$ cat src/rtl/group_carry_lookahead_if.sv
// Handshake bundle between a row of group adders, the carry-lookahead unit
// and whatever consumes the resolved carries.
interface group_carry_lookahead_if #(
  parameter int NGROUPS = 4
);
  logic                   in_valid;
  logic                   in_ready;
  logic [2*NGROUPS-1:0]   qg_in;
  logic                   cin;
  logic                   out_valid;
  logic                   out_ready;
  logic [NGROUPS-1:0]     c_out;
  logic                   cout;
  logic [1:0]             qg_out;

  modport master (
    output in_valid, qg_in, cin, out_ready,
    input  in_ready, out_valid, c_out, cout, qg_out
  );

  modport slave (
    input  in_valid, qg_in, cin, out_ready,
    output in_ready, out_valid, c_out, cout, qg_out
  );
endinterface

$ cat src/rtl/group_carry_lookahead.sv
// Second-level carry lookahead: resolves per-group carries and a super-group
// generate/propagate pair through a two-stage valid/ready pipeline.
module group_carry_lookahead #(
  parameter int NGROUPS = 4
) (
  input  logic                  clk,
  input  logic                  rst_n,
  group_carry_lookahead_if.slave bus
);

  logic                 a_v;
  logic [2*NGROUPS-1:0] a_qg;
  logic                 a_cin;

  logic                 b_v;
  logic [NGROUPS-1:0]   b_c;
  logic                 b_cout;
  logic [1:0]           b_qg;

  logic                 in_xfer;
  logic                 b_load;

  logic [NGROUPS-1:0]   nxt_c;
  logic                 nxt_cout;
  logic                 sup_g;
  logic                 sup_p;
  logic                 c_run;

  // A full pipeline can still accept when the output drains this same cycle.
  assign bus.in_ready = !a_v || !b_v || bus.out_ready;
  assign in_xfer      = bus.in_valid && bus.in_ready;
  assign b_load       = a_v && (!b_v || bus.out_ready);

  always_comb begin
    nxt_c = '0;
    sup_g = 1'b0;
    sup_p = 1'b1;
    c_run = a_cin;
    for (int k = 0; k < NGROUPS; k++) begin
      nxt_c[k] = c_run;
      c_run    = a_qg[2*k+1] | (a_qg[2*k] & c_run);
      sup_g    = a_qg[2*k+1] | (a_qg[2*k] & sup_g);
      sup_p    = sup_p & a_qg[2*k];
    end
    nxt_cout = c_run;
  end

  always_ff @(posedge clk) begin
    if (!rst_n) begin
      a_v    <= 1'b0;
      a_qg   <= '0;
      a_cin  <= 1'b0;
      b_v    <= 1'b0;
      b_c    <= '0;
      b_cout <= 1'b0;
      b_qg   <= 2'b00;
    end else begin
      if (in_xfer) begin
        a_qg  <= bus.qg_in;
        a_cin <= bus.cin;
      end
      if (in_xfer)
        a_v <= 1'b1;
      else if (b_load)
        a_v <= 1'b0;

      if (b_load) begin
        b_c    <= nxt_c;
        b_cout <= nxt_cout;
        b_qg   <= {sup_g, sup_p};
      end
      if (b_load)
        b_v <= 1'b1;
      else if (bus.out_ready)
        b_v <= 1'b0;
    end
  end

  assign bus.out_valid = b_v;
  assign bus.c_out     = b_c;
  assign bus.cout      = b_cout;
  assign bus.qg_out    = b_qg;

endmodule

$ cat src/flat_wrapper.sv
// flat-port wrapper written by rule: the top's interface ports become plain ports
module group_carry_lookahead_flat 
#(
  parameter int NGROUPS = 4
)
  (clk, rst_n, bus_in_valid, bus_qg_in, bus_cin, bus_out_ready, bus_in_ready, bus_out_valid, bus_c_out, bus_cout, bus_qg_out);
  group_carry_lookahead_if #(.NGROUPS(NGROUPS)) bus_i ();
  input  logic clk;
  input  logic rst_n;
  input wire logic [$bits(bus_i.in_valid)-1:0] bus_in_valid;
  input wire logic [$bits(bus_i.qg_in)-1:0] bus_qg_in;
  input wire logic [$bits(bus_i.cin)-1:0] bus_cin;
  input wire logic [$bits(bus_i.out_ready)-1:0] bus_out_ready;
  output wire logic [$bits(bus_i.in_ready)-1:0] bus_in_ready;
  output wire logic [$bits(bus_i.out_valid)-1:0] bus_out_valid;
  output wire logic [$bits(bus_i.c_out)-1:0] bus_c_out;
  output wire logic [$bits(bus_i.cout)-1:0] bus_cout;
  output wire logic [$bits(bus_i.qg_out)-1:0] bus_qg_out;
  assign bus_i.in_valid = bus_in_valid;
  assign bus_i.qg_in = bus_qg_in;
  assign bus_i.cin = bus_cin;
  assign bus_i.out_ready = bus_out_ready;
  assign bus_in_ready = bus_i.in_ready;
  assign bus_out_valid = bus_i.out_valid;
  assign bus_c_out = bus_i.c_out;
  assign bus_cout = bus_i.cout;
  assign bus_qg_out = bus_i.qg_out;
  group_carry_lookahead #(.NGROUPS(NGROUPS)) u_core (.clk(clk), .rst_n(rst_n), .bus(bus_i));
endmodule
$ cat config.mk
export PLATFORM = sky130hd
export DESIGN_NAME = group_carry_lookahead_flat
export DESIGN_NICKNAME = d
export VERILOG_FILES = /design/src/rtl/group_carry_lookahead_if.sv /design/src/rtl/group_carry_lookahead.sv /design/src/flat_wrapper.sv
export SDC_FILE = /design/constraint.sdc
export NUM_CORES = 1
export LEC_CHECK = 0
export CELL_PAD_IN_SITES_DETAIL_PLACEMENT = 1
export CELL_PAD_IN_SITES_GLOBAL_PLACEMENT = 1
export CORE_UTILIZATION = 25
export DETAILED_ROUTE_END_ITERATION = 8
export MAX_ROUTING_LAYER = met4
export PLACE_DENSITY = 0.72
export RECOVER_POWER = 50
export SLEW_MARGIN = 0
export SYNTH_ARGS = -nofsm -noshare
export SYNTH_HDL_FRONTEND = slang
export SYNTH_SLANG_ARGS = --single-unit
$ cat constraint.sdc
create_clock -name clk -period 1.1 [get_ports clk]
set_input_delay 0.22 -clock clk [delete_from_list [all_inputs] [get_ports clk]]
set_output_delay 0.22 -clock clk [all_outputs]
set_load 0.03 [all_outputs]
==> flow_summary.ini <==
[outcome]
run_status = complete, but fails checks
failed_checks = setup timing

[critical_path]
crit_fanout = 2
startpoint_of_the_most_critical_register_to_register_path = u_core.bus.out_valid
timing.setup.critical_path_class = reg -> out
worstPathArrival_ns = 1.02
rr_endpoint = u_core.bus.qg_out[0]
worstPathRequired_ns = 0.88
worst_setup_path_end_kind = primary output
r2r_cells = 4
critical_path.startpoint_type = register
regToRegSetupSlack_ns = -0.09
crit_start = u_core.bus.out_valid

[global_routing]
grt.met3_usage_pct = 1.98
globalRouteMet2Util_pct = 23.6
antenna_found_initial = 0
gr-total-overflow = 0
global_route_wire_length_before_repair_um = 3640
globalRoute.busiestLayer = met2
grt_use_total_pct = 14.6
largest_net_degree_at_the_start_of_global_routing = 20
via_count_of_the_first_global_routing_pass = 773
grtUsageMet1_pct = 17.9

[pwr]
power.density_cell_area_nw_per_um2 = 1150
total_leakage_power_nw = 0.514
comb_power_share_pct = 20.0
clock_power_share_pct = 29.8
net-switching-power_mw = 0.389
power_frac_seq_pct = 50.2
p_sw_share_pct = 27.2
power.ir.vdd_worst_mv = 0.277
internal-power_mw = 1.04

[synth]
ys_ff_latch = 18
post-synth-top-area-fraction_pct = 44.9
syn_area_cell_um2 = 9.23
syn_nets = 100
synth_sequential_area_ratio_pct = 44.9
synth_top_area_cell = sky130_fd_sc_hd__dfxtp_1
synth_area_leaders = sky130_fd_sc_hd__dfxtp_1 45%, sky130_fd_sc_hd__a21boi_0 8.4%, sky130_fd_sc_hd__o21a_1 8.4%, sky130_fd_sc_hd__and3_1 7.0%, sky130_fd_sc_hd__a21oi_1 6.9%
yosysWarnings = 0
synthFlopType = sky130_fd_sc_hd__dfxtp_1
synth.distinct_cells = 26
yosys-top-cells-count = 18 x sky130_fd_sc_hd__dfxtp_1, 11 x sky130_fd_sc_hd__a21oi_1, 9 x sky130_fd_sc_hd__a21boi_0, 9 x sky130_fd_sc_hd__and3_1, 9 x sky130_fd_sc_hd__o21a_1
post-synth-top-count-cell = sky130_fd_sc_hd__dfxtp_1
synthesis.instances = 87
netlist_area_um2 = 803
async_reset_ff_share_pct = 0
synth-edff-count = 0

[placement]
placedCellCount = 156
io_buffers = 21
globalplace.congestion = 0.783
pre_cts_slack_ns = -0.587
hpwlAfterDp_um = 1470
placement.cell_area_um2 = 1100

[floorplanning]
placement_rows = 20
overall_die_width_um = 58.7
starting_density_of_the_core_pct = 26.3
die-area_um2 = 3440
design.portCount = 22
placeableCoreArea_um2 = 3050
chipHeight_um = 58.7

[min_path]
min-delay-path-class = reg -> reg
worst_hold_startpoint = u_core.bus.c_out[0]
hold-path-endpoint = u_core.bus.c_out[0]
whs_path_depth = 2

[timing]
slew_viol_final = 0
final_setup_margin_ns = -0.141
final-hold-violation-count = 0
slew_headroom_pct = 85.2
layout_worst_path_cycle_share_pct = 113
grt_setup_unrepaired = true
period_minus_slack_ns = 1.24
final.setup_skew_ns = 0.00642
fmax_mhz = 806
finalSetupViolCount = 13
tightest_slew_ns = 0.222

[cells_and_area]
insertedDiodeCount = 0
area.sequential_um2 = 365
drive_above_1_share_pct = 34.5
fillCellCount = 367
postLayoutCellArea_um2 = 1240
layoutNonFillerInstCount = 163
multi_input_comb_area_um2 = 460
areaGrowthSynthToFinish_pct = 54.2
final_net_count = 133

[cts]
clkTransAtPathRegs_ns = 0.10
h-tree-depth = 1
clk_latency_ns = 0.30
clock_tree_from_tritoncts = built
clock_path_buffers = 2
cts_hold_buf = 0
cts-buffers-inserted = 3
cts.sink_count = 18
cts_root_buf = sky130_fd_sc_hd__clkbuf_4

[route]
wl_final_um = 2140
routed_via_density = 4.72
drt_pass1_iterations = 3
ant_nets = 0
first_iter_violations = 9
detail_route.wl_per_cell_um = 13.1
detailroute.via_count = 770
drcViolationCount = 0

[job]
max_cap_viol_count = 0
[how the worst max path moves through the flow]
stage / to
2_1_floorplan: u_core.a_cin
3_3_place_gp: bus_in_ready
3_5_place_dp: bus_in_ready
4_1_cts: bus_in_ready
5_1_grt: bus_in_ready
6_report: bus_in_ready
[flip-flops by register name, summed over array words and instances, names as in the netlist]
name                  count
u_core.bus.out_valid      1
u_core.a_v                1
u_core.bus.cout           1
u_core.bus.qg_out         2
u_core.a_cin              1
u_core.a_qg               8
u_core.bus.c_out          4
[power groups by stage]
stage	Clock [mW]	Sequential [mW]	Combinational [mW]
3_5_place_dp	0	0.728	0.251
5_1_grt	0.464	0.724	0.310
6_report	0.426	0.718	0.287
2_1_floorplan	0	0.754	0.105
3_3_place_gp	0	0.727	0.247
4_1_cts	0.442	0.717	0.270
[area by class of cell]
class | instances | share of cell area [%]
multi-input cells | 60 | 37.2
well taps | 44 | 4.44
inverters | 3 | 1.21
repair buffers | 34 | 24.7
flip-flops and latches | 18 | 29.5
clock buffers | 4 | 2.93
[metal layers]
layer  up-vias  part of all wire, %
met4         0                  1.9
met1       360                   44
li1        388                    -
met3         5                  3.2
met2        17                   50
met5         -                    0
[kinds of logic (layout without fill, tap and decap cells)]
group	count (synthesis)	in the layout	synth area share, %
AOI/OAI and AO/OA	39	39	32.6
buffers and inverters	9	41	6.39
DFF	18	18	44.9
and+or+nand+nor	21	21	16.2
[placed cells by master (no fill, tap or decap), drive strengths merged]
cell / synthesis / final
nand3b: 1 / 1
a2bb2oi: 1 / 1
nand4: 2 / 2
buf: 4 / 21
nor3: 3 / 3
inv: 2 / 2
a31oi: 1 / 1
or3: 1 / 1
clkinvlp: 0 / 1
a21boi: 9 / 9
o21ai: 2 / 2
and2b: 1 / 1
nor2: 1 / 1
nand2: 1 / 1
o21a: 9 / 9
a211oi: 3 / 3
clkdlybuf4s50: 0 / 11
dlygate4sd2: 0 / 1
o32ai: 1 / 1
nand3: 1 / 1
a21o: 2 / 2
a21oi: 11 / 11
clkbuf: 2 / 5
and3: 9 / 9
dfxtp: 18 / 18
nand2b: 1 / 1
[worst max-delay path: stages (launching register included)]
cell and delay (ns):
sky130_fd_sc_hd__dfxtp_4 0.38, sky130_fd_sc_hd__nand3b_4 0.09, sky130_fd_sc_hd__buf_6 0.13, sky130_fd_sc_hd__buf_6 0.12
[timing repair]
| item | 4_1_cts | 5_1_grt |
|---|---|---|
| setup endpoints to repair | 18 | 18 |
| resized for setup | 16 | 5 |
| pin swaps | 3 | 4 |
| cloned | 0 | 0 |
| hold endpoints to repair | 0 | 0 |
| setup buffers | 2 | 1 |
[stage by stage]
| stage | setup TNS, ns | power [mW] | hold slack [ns] | util, % |
|---|---|---|---|---|
| CTS | -0.421 | 1.43 | 0.477 | 39.5 |
| detailed placement | -8.22 | 0.980 | 0.479 | 35.9 |
| finish | -0.430 | 1.43 | 0.475 | 40.6 |
| global placement | -7.69 | 0.974 | 0.462 | 35.9 |
| global route | -1.08 | 1.50 | 0.515 | 40.6 |
| floorplan | 0 | 0.859 | 0.415 | - |
No activity file was read; power rests on OpenSTA's default activity.
